### config.mk
export PLATFORM = sky130hd
export DESIGN_NAME = axi_burst_master_flat
export DESIGN_NICKNAME = d
export VERILOG_FILES = /design/src/rtl/axi_burst_master_if.sv /design/src/rtl/axi_burst_master.sv /design/src/flat_wrapper.sv
export SDC_FILE = /design/constraint.sdc
export NUM_CORES = 1
export LEC_CHECK = 0
export ABC_AREA = 0
export CORE_AREA = 2 2 175 177
export DETAILED_ROUTE_END_ITERATION = 7
export DIE_AREA = 0 0 177 179
export HOLD_SLACK_MARGIN = 0.03
export PLACE_DENSITY = 0.72
export SETUP_SLACK_MARGIN = 0.05
export SLEW_MARGIN = 10
export SYNTH_ARGS = -nofsm -noshare
export SYNTH_HDL_FRONTEND = slang
export SYNTH_SLANG_ARGS = --single-unit
### constraint.sdc
create_clock -name i_clk -period 2.8 [get_ports i_clk]
set_input_delay 0.56 -clock i_clk [delete_from_list [all_inputs] [get_ports i_clk]]
set_output_delay 0.56 -clock i_clk [all_outputs]
set_load 0.005 [all_outputs]
### src/rtl/axi_burst_master_if.sv
// AXI4 master-side channel bundle (AW/W/B/AR/R) used by axi_burst_master.
// The master modport is the bridge's view; the slave modport is the interconnect's view.
interface axi_burst_master_if #(
    parameter int ADDR_W = 32,
    parameter int DATA_W = 64
);
    logic                  awvalid;
    logic                  awready;
    logic [ADDR_W-1:0]     awaddr;
    logic [7:0]            awlen;
    logic [2:0]            awsize;
    logic [1:0]            awburst;
    logic [3:0]            awcache;
    logic [2:0]            awprot;
    logic                  awlock;
    logic [3:0]            awqos;

    logic                  wvalid;
    logic                  wready;
    logic [DATA_W-1:0]     wdata;
    logic [DATA_W/8-1:0]   wstrb;
    logic                  wlast;

    logic                  bvalid;
    logic                  bready;
    logic [1:0]            bresp;

    logic                  arvalid;
    logic                  arready;
    logic [ADDR_W-1:0]     araddr;
    logic [7:0]            arlen;
    logic [2:0]            arsize;
    logic [1:0]            arburst;
    logic [3:0]            arcache;
    logic [2:0]            arprot;
    logic                  arlock;
    logic [3:0]            arqos;

    logic                  rvalid;
    logic                  rready;
    logic [DATA_W-1:0]     rdata;
    logic [1:0]            rresp;
    logic                  rlast;

    modport master (
        output awvalid, awaddr, awlen, awsize, awburst, awcache, awprot, awlock, awqos,
        input  awready,
        output wvalid, wdata, wstrb, wlast,
        input  wready,
        input  bvalid, bresp,
        output bready,
        output arvalid, araddr, arlen, arsize, arburst, arcache, arprot, arlock, arqos,
        input  arready,
        input  rvalid, rdata, rresp, rlast,
        output rready
    );

    modport slave (
        input  awvalid, awaddr, awlen, awsize, awburst, awcache, awprot, awlock, awqos,
        output awready,
        input  wvalid, wdata, wstrb, wlast,
        output wready,
        output bvalid, bresp,
        input  bready,
        input  arvalid, araddr, arlen, arsize, arburst, arcache, arprot, arlock, arqos,
        output arready,
        output rvalid, rdata, rresp, rlast,
        input  rready
    );
endinterface

### src/rtl/axi_burst_master.sv
// Host-to-AXI4 bridge issuing INCR bursts of 1..MAX_BEATS beats, including narrow beats.
// Write and read beats stream over valid/ready host ports; status is decoded from the state.
module axi_burst_master #(
    parameter int ADDR_W    = 32,
    parameter int DATA_W    = 64,
    parameter int MAX_BEATS = 16
) (
    input  logic                 i_clk,
    input  logic                 i_rst_n,
    input  logic [1:0]           i_rw,
    input  logic [ADDR_W-1:0]    i_addr,
    input  logic [2:0]           i_size,
    input  logic [7:0]           i_len,
    input  logic [DATA_W-1:0]    i_wdata,
    input  logic                 i_wvalid,
    output logic                 o_wready,
    output logic [DATA_W-1:0]    o_rdata,
    output logic                 o_rvalid,
    output logic                 o_rlast,
    output logic                 o_wait,
    input  logic                 i_clear,
    output logic                 o_done,
    output logic                 o_error,
    output logic                 o_invalid,
    axi_burst_master_if.master   m_axi
);
    localparam int STRB_W = DATA_W / 8;
    localparam int LSB    = $clog2(STRB_W);

    typedef enum logic [3:0] {
        IDLE, DONE, ERROR, INVALID, W_ADDR, W_DATA, W_RESP, R_ADDR, R_DATA
    } state_e;

    state_e            state_q;
    logic [ADDR_W-1:0] addr_q;
    logic [LSB-1:0]    lane_q;
    logic [2:0]        size_q;
    logic [7:0]        len_q;
    logic [7:0]        cnt_q;
    logic              awvalid_q;
    logic              arvalid_q;
    logic [1:0]        resp_q;

    logic              idleClass;
    logic              reqValid;
    logic              reqBad;
    logic [7:0]        reqBytes;
    logic [8:0]        beatsReq;
    logic [16:0]       pageEnd;
    logic [7:0]        sizeBytes;
    logic              lastBeat;
    logic              wHs;
    logic              rBeat;
    logic              rDone;
    logic [1:0]        rWorst;
    logic [1:0]        finResp;
    logic              finish;
    logic              finErr;
    state_e            finState;

    // Request screening: misaligned, wider than the bus, too long, or crossing a 4 KB page.
    always_comb begin
        idleClass = state_q inside {IDLE, DONE, ERROR, INVALID};
        reqValid  = idleClass && (i_rw == 2'b01 || i_rw == 2'b10);
        reqBytes  = 8'd1 << i_size;
        beatsReq  = {1'b0, i_len} + 9'd1;
        pageEnd   = {5'd0, i_addr[11:0]} + ({8'd0, beatsReq} << i_size);
        reqBad    = ((i_addr[7:0] & (reqBytes - 8'd1)) != 8'd0)
                 || (i_size > 3'(LSB))
                 || ({23'd0, beatsReq} > 32'(MAX_BEATS))
                 || (pageEnd > 17'd4096);
    end

    // Completion is shared by W_RESP and R_DATA; read responses keep the worst code seen.
    always_comb begin
        sizeBytes = 8'd1 << size_q;
        lastBeat  = cnt_q == len_q;
        wHs       = (state_q == W_DATA) && i_wvalid && m_axi.wready;
        rBeat     = (state_q == R_DATA) && m_axi.rvalid;
        rDone     = rBeat && (m_axi.rlast || lastBeat);
        rWorst    = (m_axi.rresp > resp_q) ? m_axi.rresp : resp_q;
        finResp   = (state_q == W_RESP) ? m_axi.bresp : rWorst;
        finish    = ((state_q == W_RESP) && m_axi.bvalid) || rDone;
        finErr    = (finResp != 2'b00) || (rDone && (m_axi.rlast != lastBeat));
        if (i_clear)                 finState = IDLE;
        else if (finResp == 2'b11)   finState = INVALID;
        else if (finErr)             finState = ERROR;
        else                         finState = DONE;
    end

    always_ff @(posedge i_clk or negedge i_rst_n) begin
        if (!i_rst_n) begin
            state_q   <= IDLE;
            addr_q    <= '0;
            lane_q    <= '0;
            size_q    <= '0;
            len_q     <= '0;
            cnt_q     <= '0;
            awvalid_q <= 1'b0;
            arvalid_q <= 1'b0;
            resp_q    <= '0;
        end else begin
            case (state_q)
                IDLE, DONE, ERROR, INVALID: begin
                    if (reqValid) begin
                        addr_q <= i_addr;
                        lane_q <= i_addr[LSB-1:0];
                        size_q <= i_size;
                        len_q  <= i_len;
                        cnt_q  <= '0;
                        resp_q <= '0;
                        if (reqBad) begin
                            state_q <= INVALID;
                        end else if (i_rw == 2'b01) begin
                            state_q   <= W_ADDR;
                            awvalid_q <= 1'b1;
                        end else begin
                            state_q   <= R_ADDR;
                            arvalid_q <= 1'b1;
                        end
                    end else if (i_clear) begin
                        state_q <= IDLE;
                    end
                end
                W_ADDR: begin
                    if (m_axi.awready) begin
                        awvalid_q <= 1'b0;
                        state_q   <= W_DATA;
                    end
                end
                W_DATA: begin
                    if (wHs) begin
                        if (lastBeat) begin
                            state_q <= W_RESP;
                        end else begin
                            cnt_q  <= cnt_q + 8'd1;
                            lane_q <= lane_q + sizeBytes[LSB-1:0];
                        end
                    end
                end
                W_RESP: begin
                    if (finish) state_q <= finState;
                end
                R_ADDR: begin
                    if (m_axi.arready) begin
                        arvalid_q <= 1'b0;
                        state_q   <= R_DATA;
                    end
                end
                R_DATA: begin
                    if (rBeat) begin
                        resp_q <= rWorst;
                        cnt_q  <= cnt_q + 8'd1;
                        lane_q <= lane_q + sizeBytes[LSB-1:0];
                        if (rDone) state_q <= finState;
                    end
                end
                default: state_q <= IDLE;
            endcase
        end
    end

    assign o_done    = finish || (state_q inside {DONE, ERROR, INVALID});
    assign o_error   = (finish && finErr) || (state_q inside {ERROR, INVALID});
    assign o_invalid = (finish && finResp == 2'b11) || (state_q == INVALID);
    assign o_wait    = !idleClass && !finish;

    assign m_axi.awvalid = awvalid_q;
    assign m_axi.awaddr  = addr_q;
    assign m_axi.awlen   = len_q;
    assign m_axi.awsize  = size_q;
    assign m_axi.awburst = 2'b01;
    assign m_axi.awcache = 4'b0011;
    assign m_axi.awprot  = 3'b000;
    assign m_axi.awlock  = 1'b0;
    assign m_axi.awqos   = 4'b0000;

    assign m_axi.arvalid = arvalid_q;
    assign m_axi.araddr  = addr_q;
    assign m_axi.arlen   = len_q;
    assign m_axi.arsize  = size_q;
    assign m_axi.arburst = 2'b01;
    assign m_axi.arcache = 4'b0011;
    assign m_axi.arprot  = 3'b000;
    assign m_axi.arlock  = 1'b0;
    assign m_axi.arqos   = 4'b0000;

    // Host data is LSB-justified; the beat's byte lane places it on the bus and back.
    assign m_axi.wvalid = (state_q == W_DATA) && i_wvalid;
    assign o_wready     = (state_q == W_DATA) && m_axi.wready;
    assign m_axi.wdata  = (state_q == W_DATA) ? (i_wdata << {lane_q, 3'b000}) : '0;
    assign m_axi.wstrb  = (state_q == W_DATA) ? (~({STRB_W{1'b1}} << sizeBytes) << lane_q) : '0;
    assign m_axi.wlast  = (state_q == W_DATA) && lastBeat;
    assign m_axi.bready = (state_q == W_RESP);

    assign m_axi.rready = (state_q == R_DATA);
    assign o_rvalid     = rBeat;
    assign o_rlast      = rDone;
    assign o_rdata      = rBeat ? ((m_axi.rdata >> {lane_q, 3'b000})
                                   & ~({DATA_W{1'b1}} << {sizeBytes, 3'b000})) : '0;
endmodule

### src/flat_wrapper.sv
// flat-port wrapper written by rule: the top's interface ports become plain ports
module axi_burst_master_flat 
#(
    parameter int ADDR_W    = 32,
    parameter int DATA_W    = 64,
    parameter int MAX_BEATS = 16
)
  (i_clk, i_rst_n, i_rw, i_addr, i_size, i_len, i_wdata, i_wvalid, o_wready, o_rdata, o_rvalid, o_rlast, o_wait, i_clear, o_done, o_error, o_invalid, m_axi_awvalid, m_axi_awaddr, m_axi_awlen, m_axi_awsize, m_axi_awburst, m_axi_awcache, m_axi_awprot, m_axi_awlock, m_axi_awqos, m_axi_awready, m_axi_wvalid, m_axi_wdata, m_axi_wstrb, m_axi_wlast, m_axi_wready, m_axi_bvalid, m_axi_bresp, m_axi_bready, m_axi_arvalid, m_axi_araddr, m_axi_arlen, m_axi_arsize, m_axi_arburst, m_axi_arcache, m_axi_arprot, m_axi_arlock, m_axi_arqos, m_axi_arready, m_axi_rvalid, m_axi_rdata, m_axi_rresp, m_axi_rlast, m_axi_rready);
  axi_burst_master_if #(.ADDR_W(ADDR_W), .DATA_W(DATA_W)) m_axi_i ();
  input  logic i_clk;
  input  logic i_rst_n;
  input  logic [1:0] i_rw;
  input  logic [ADDR_W-1:0] i_addr;
  input  logic [2:0] i_size;
  input  logic [7:0] i_len;
  input  logic [DATA_W-1:0] i_wdata;
  input  logic i_wvalid;
  output logic o_wready;
  output logic [DATA_W-1:0] o_rdata;
  output logic o_rvalid;
  output logic o_rlast;
  output logic o_wait;
  input  logic i_clear;
  output logic o_done;
  output logic o_error;
  output logic o_invalid;
  output wire logic [$bits(m_axi_i.awvalid)-1:0] m_axi_awvalid;
  output wire logic [$bits(m_axi_i.awaddr)-1:0] m_axi_awaddr;
  output wire logic [$bits(m_axi_i.awlen)-1:0] m_axi_awlen;
  output wire logic [$bits(m_axi_i.awsize)-1:0] m_axi_awsize;
  output wire logic [$bits(m_axi_i.awburst)-1:0] m_axi_awburst;
  output wire logic [$bits(m_axi_i.awcache)-1:0] m_axi_awcache;
  output wire logic [$bits(m_axi_i.awprot)-1:0] m_axi_awprot;
  output wire logic [$bits(m_axi_i.awlock)-1:0] m_axi_awlock;
  output wire logic [$bits(m_axi_i.awqos)-1:0] m_axi_awqos;
  input wire logic [$bits(m_axi_i.awready)-1:0] m_axi_awready;
  output wire logic [$bits(m_axi_i.wvalid)-1:0] m_axi_wvalid;
  output wire logic [$bits(m_axi_i.wdata)-1:0] m_axi_wdata;
  output wire logic [$bits(m_axi_i.wstrb)-1:0] m_axi_wstrb;
  output wire logic [$bits(m_axi_i.wlast)-1:0] m_axi_wlast;
  input wire logic [$bits(m_axi_i.wready)-1:0] m_axi_wready;
  input wire logic [$bits(m_axi_i.bvalid)-1:0] m_axi_bvalid;
  input wire logic [$bits(m_axi_i.bresp)-1:0] m_axi_bresp;
  output wire logic [$bits(m_axi_i.bready)-1:0] m_axi_bready;
  output wire logic [$bits(m_axi_i.arvalid)-1:0] m_axi_arvalid;
  output wire logic [$bits(m_axi_i.araddr)-1:0] m_axi_araddr;
  output wire logic [$bits(m_axi_i.arlen)-1:0] m_axi_arlen;
  output wire logic [$bits(m_axi_i.arsize)-1:0] m_axi_arsize;
  output wire logic [$bits(m_axi_i.arburst)-1:0] m_axi_arburst;
  output wire logic [$bits(m_axi_i.arcache)-1:0] m_axi_arcache;
  output wire logic [$bits(m_axi_i.arprot)-1:0] m_axi_arprot;
  output wire logic [$bits(m_axi_i.arlock)-1:0] m_axi_arlock;
  output wire logic [$bits(m_axi_i.arqos)-1:0] m_axi_arqos;
  input wire logic [$bits(m_axi_i.arready)-1:0] m_axi_arready;
  input wire logic [$bits(m_axi_i.rvalid)-1:0] m_axi_rvalid;
  input wire logic [$bits(m_axi_i.rdata)-1:0] m_axi_rdata;
  input wire logic [$bits(m_axi_i.rresp)-1:0] m_axi_rresp;
  input wire logic [$bits(m_axi_i.rlast)-1:0] m_axi_rlast;
  output wire logic [$bits(m_axi_i.rready)-1:0] m_axi_rready;
  assign m_axi_awvalid = m_axi_i.awvalid;
  assign m_axi_awaddr = m_axi_i.awaddr;
  assign m_axi_awlen = m_axi_i.awlen;
  assign m_axi_awsize = m_axi_i.awsize;
  assign m_axi_awburst = m_axi_i.awburst;
  assign m_axi_awcache = m_axi_i.awcache;
  assign m_axi_awprot = m_axi_i.awprot;
  assign m_axi_awlock = m_axi_i.awlock;
  assign m_axi_awqos = m_axi_i.awqos;
  assign m_axi_i.awready = m_axi_awready;
  assign m_axi_wvalid = m_axi_i.wvalid;
  assign m_axi_wdata = m_axi_i.wdata;
  assign m_axi_wstrb = m_axi_i.wstrb;
  assign m_axi_wlast = m_axi_i.wlast;
  assign m_axi_i.wready = m_axi_wready;
  assign m_axi_i.bvalid = m_axi_bvalid;
  assign m_axi_i.bresp = m_axi_bresp;
  assign m_axi_bready = m_axi_i.bready;
  assign m_axi_arvalid = m_axi_i.arvalid;
  assign m_axi_araddr = m_axi_i.araddr;
  assign m_axi_arlen = m_axi_i.arlen;
  assign m_axi_arsize = m_axi_i.arsize;
  assign m_axi_arburst = m_axi_i.arburst;
  assign m_axi_arcache = m_axi_i.arcache;
  assign m_axi_arprot = m_axi_i.arprot;
  assign m_axi_arlock = m_axi_i.arlock;
  assign m_axi_arqos = m_axi_i.arqos;
  assign m_axi_i.arready = m_axi_arready;
  assign m_axi_i.rvalid = m_axi_rvalid;
  assign m_axi_i.rdata = m_axi_rdata;
  assign m_axi_i.rresp = m_axi_rresp;
  assign m_axi_i.rlast = m_axi_rlast;
  assign m_axi_rready = m_axi_i.rready;
  axi_burst_master #(.ADDR_W(ADDR_W), .DATA_W(DATA_W), .MAX_BEATS(MAX_BEATS)) u_core (.i_clk(i_clk), .i_rst_n(i_rst_n), .i_rw(i_rw), .i_addr(i_addr), .i_size(i_size), .i_len(i_len), .i_wdata(i_wdata), .i_wvalid(i_wvalid), .o_wready(o_wready), .o_rdata(o_rdata), .o_rvalid(o_rvalid), .o_rlast(o_rlast), .o_wait(o_wait), .i_clear(i_clear), .o_done(o_done), .o_error(o_error), .o_invalid(o_invalid), .m_axi(m_axi_i));
endmodule
==> flow_summary.ini <==
[power]
switchingPower_uw = 2260
power.clock.fraction_pct = 22.0
ir_worst_vdd_mv = 0.301
combinationalPowerShare_pct = 59.9
power-per-cell-area_nw_per_um2 = 369
internal_power_uw = 3860
power.switching_fraction_pct = 37.0
leakage_power_uw = 0.00764
power.share.sequential_pct = 18.0

[detailed_routing]
met2RoutedLength_um = 21500
route.final.wire_length_um = 43800
met3_length_um = 3110
initialDrtViolationCount = 532
dr.pass1.iters = 5
drc_errors = 0
top_layer = met4
route.detailed.vias_per_inst = 5.23
vias = 11500
route.antenna.remaining_nets = 0
routedWlPerCell_um = 19.9
detail_route.wirelength.met1_um = 16700

[cts]
worstSkewPairLatency_ns = 0.34
cts-htree-levels = 3
root_buffer_master = clkbuf_16
cts-buffers-inserted = 9
cts.sink_count = 62
clock_tree_from_tritoncts = yes
maximum_buffer_depth_of_the_clock_tree = 2
worst_setup_hold_path_clk_slew_ns = 0.06

[global_routing]
grt_use_total_pct = 25.1
overflow = 0
grt_first_pass_wirelength_um = 62100
grt_pass1_vias = 11100
grt_max_degree = 69
grt_antenna_before_repair = 0

[synth]
netlist-cell-type-count = 74
synth-main-ff-cell = dfrtp_1
synth.avg_cell_area_um2 = 7.17
yosysWarningCount = 0
syn_area_um2 = 8640
seq_area_frac_synth_pct = 18.0
synth-edff-count = 0
share_of_async_settable_or_async_resettable_flops_after_synthesis_pct = 100
synth.ff_latch_count = 62
synthesis.instances = 1204

[timing]
final.setup_skew_ns = 0.00618
grt_setup_unrepaired = yes
final_hold_fails = 0
worst_pin_slew_ns = 0.602
timing.final.max_slew_violations = 0
final_critical_path_setup_slack_ns = -0.793
final.min_clock_period_ns = 3.59
final-setup-viol-count = 23
max_clock_freq_mhz = 278
timing.slew.headroom_pct = 59.7
timing.final.crit_share_pct = 128

[status]
failed_checks = negative setup slack
status = finished with violations

[hold_path]
hp-start = u_core.m_axi.araddr[29]$_DFFE_PN0P_
hold-path-endpoint = u_core.m_axi.araddr[29]$_DFFE_PN0P_
worst_hold_path.num_cells = 2
holdCritPathClass = reg -> reg

[placed_design]
placement.cell_area_um2 = 14200
place.detailed.hpwl_um = 31200
routabilityCongestion = 0.964
port_buffers = 421

[critical_path]
timing.critical_path.required_ns = 3.00
worst_path_max_delay_cell = o41ai_2
critical_path_class = in -> reg
rr_worst_depth = 12
cp.arrival_ns = 3.80
crit_path_max_fanout = 4
timing.rr.start = u_core.cnt_q[5]$_DFFE_PN0P_
cp-end-kind = flop
regToRegSetupSlack_ns = -0.21
critical_path.max_stage_delay_ns = 0.36
cp-start-kind = input pin
worstPathCellList = buf_8, ha_4, and2_4, a311oi_2, nor2_1, o21ai_2, nor2_1, a21oi_2, a21oi_2, ha_1, buf_6, a221oi_4, xnor2_2, a2111oi_4, nand4_1, o41ai_2, buf_4, a41oi_2
r2r_end = u_core.state_q[0]$_DFFE_PN0P_

[finish]
nFillCells = 2708
design_area_um2 = 16600
nets = 2013
antennaDiodeCount = 0
postLayoutCoreUtil_pct = 55.2
synthToLayoutAreaGrowth_pct = 91.8
post_route_cells_drive_above_1_share_pct = 38.8

[floorplanning]
fp-row-count = 64
die_area_um2 = 31700
io_pins = 450
dieHeight_um = 179
core_area_um2 = 30000
start_util_pct = 28.8
chipWidth_um = 177

[job]
cap_viol_max_count = 0
[how the worst max path moves through the flow]
stage	slack, ns	end	from
detailed placement	-1.58	u_core.m_axi.arvalid$_DFFE_PN0P_	i_len[2]
CTS	-0.82	u_core.state_q[1]$_DFFE_PN0P_	i_len[1]
floorplan	-0.70	u_core.m_axi.arvalid$_DFFE_PN0P_	i_len[2]
global placement	-1.48	u_core.state_q[1]$_DFFE_PN0P_	i_len[2]
global route	-0.94	u_core.state_q[1]$_DFFE_PN0P_	i_len[1]
finish	-0.79	u_core.state_q[1]$_DFFE_PN0P_	i_len[1]
[routing by layer]
| layer | GRT usage (%) | vias to the layer above |
|---|---|---|
| met5 | 0 | - |
| met4 | 11.2 | 0 |
| met3 | 4.01 | 139 |
| met2 | 45.4 | 584 |
| met1 | 29.0 | 5487 |
| li1 | - | 5317 |
[critical path, delay by kind of cell]
kind | cells | cell delay, ns
compound gates | 8 | 1.68
simple gates | 4 | 0.52
fa+ha+maj | 2 | 0.51
buf+inv | 3 | 0.39
xor+xnor | 1 | 0.11
[final cells by class]
cell class | count | area, um2 | area share [%]
clock inverters | 5 | 104 | 0.627
clock buffers | 11 | 253 | 1.53
well taps | 396 | 495 | 2.99
inverters | 21 | 95.1 | 0.574
multi-input cells | 988 | 7320 | 44.2
repair buffers | 720 | 6730 | 40.7
flip-flops and latches | 62 | 1560 | 9.42
[through the flow]
step | worst slack [ns] | hold slack (ns) | TNS (ns) | total power, uW | instances
CTS | -0.816 | 0.509 | -8.53 | 5720 | 2182
finish | -0.793 | 0.502 | -5.07 | 6120 | 2203
global placement | -1.48 | 0.366 | -27.22 | 4060 | 2088
floorplan | -0.704 | 0.264 | -3.34 | 2750 | 1230
global route | -0.938 | 0.533 | -8.34 | 6460 | 2203
detailed placement | -1.58 | 0.370 | -28.27 | 4090 | 2088
[power groups by stage]
stage | clock network, uW | logic (uW) | registers (uW)
after floorplan | 0 | 1640 | 1110
after global placement | 0 | 2940 | 1120
after detailed placement | 0 | 2970 | 1120
after CTS | 1380 | 3230 | 1100
after global routing | 1420 | 3910 | 1120
final | 1350 | 3660 | 1100
[placed cells by master, fill, tap and decap left out, types with 9 or more instances in the layout]
cell type / instances
and2_4: 22
mux2i_1: 63
buf_4: 194
xor2_1: 15
and2_1: 15
o21ai_1: 11
o211ai_1: 11
a211oi_1: 22
conb_1: 28
o32a_1: 12
a21oi_1: 47
mux2i_2: 13
o21ai_0: 30
mux2i_4: 15
ha_1: 14
inv_1: 16
buf_2: 72
nor2_2: 23
nor2_4: 26
nor2b_1: 27
a32oi_1: 11
clkbuf_16: 13
dfrtp_1: 59
nor2_1: 116
buf_12: 18
buf_6: 95
buf_8: 14
clkdlybuf4s50_1: 263
dlygate4sd2_1: 21
a21oi_2: 25
nand3_1: 9
clkbuf_2: 25
mux2_2: 23
nand2_1: 224
[state kept, by name (all words and copies together), names as in the netlist]
signal	flops
u_core.lane_q	3
u_core.m_axi.araddr	32
u_core.m_axi.arsize	3
u_core.m_axi.awvalid	1
u_core.cnt_q	8
u_core.m_axi.arlen	8
u_core.state_q	4
u_core.resp_q	2
u_core.m_axi.arvalid	1
[cells in the mapped netlist, types with 10 or more instances]
cell type	count	share of area, %
ha_1	22	3.2
buf_4	73	6.3
clkbuf_1	59	2.6
mux2_2	31	4.0
mux2i_1	91	11
nand3_1	11	0.64
a211oi_1	25	2.2
o32a_1	12	1.4
xor2_1	15	1.5
buf_2	13	0.75
nor2b_1	34	2.5
o211ai_1	11	0.96
a21oi_1	74	4.3
nor2_1	164	7.1
nand2_1	227	9.9
dfrtp_1	62	18
o21ai_0	47	2.7
inv_1	20	0.87
buf_1	10	0.43
and2_1	37	2.7
a32oi_1	12	1.2
[timing repair]
| item | in CTS | in global routing |
|---|---|---|
| endpoints found under the setup margin | 150 | 133 |
| resized for setup | 669 | 308 |
| hold endpoints to repair | 2 | 0 |
| gates cloned | 7 | 3 |
| pin swaps | 67 | 73 |
| setup buffers | 74 | 38 |
| hold buffers | 1 | 0 |
[kinds of logic after synthesis]
family | count (synthesis) | synth area share (%)
other cells | 2 | 0.0870
mux | 129 | 16.4
compound gates | 250 | 20.4
fa+ha+maj | 24 | 3.65
buf+inv | 180 | 11.5
flops | 62 | 18.0
simple gates | 535 | 27.7
xor+xnor | 22 | 2.23
Power figures use the tool's default switching activity.
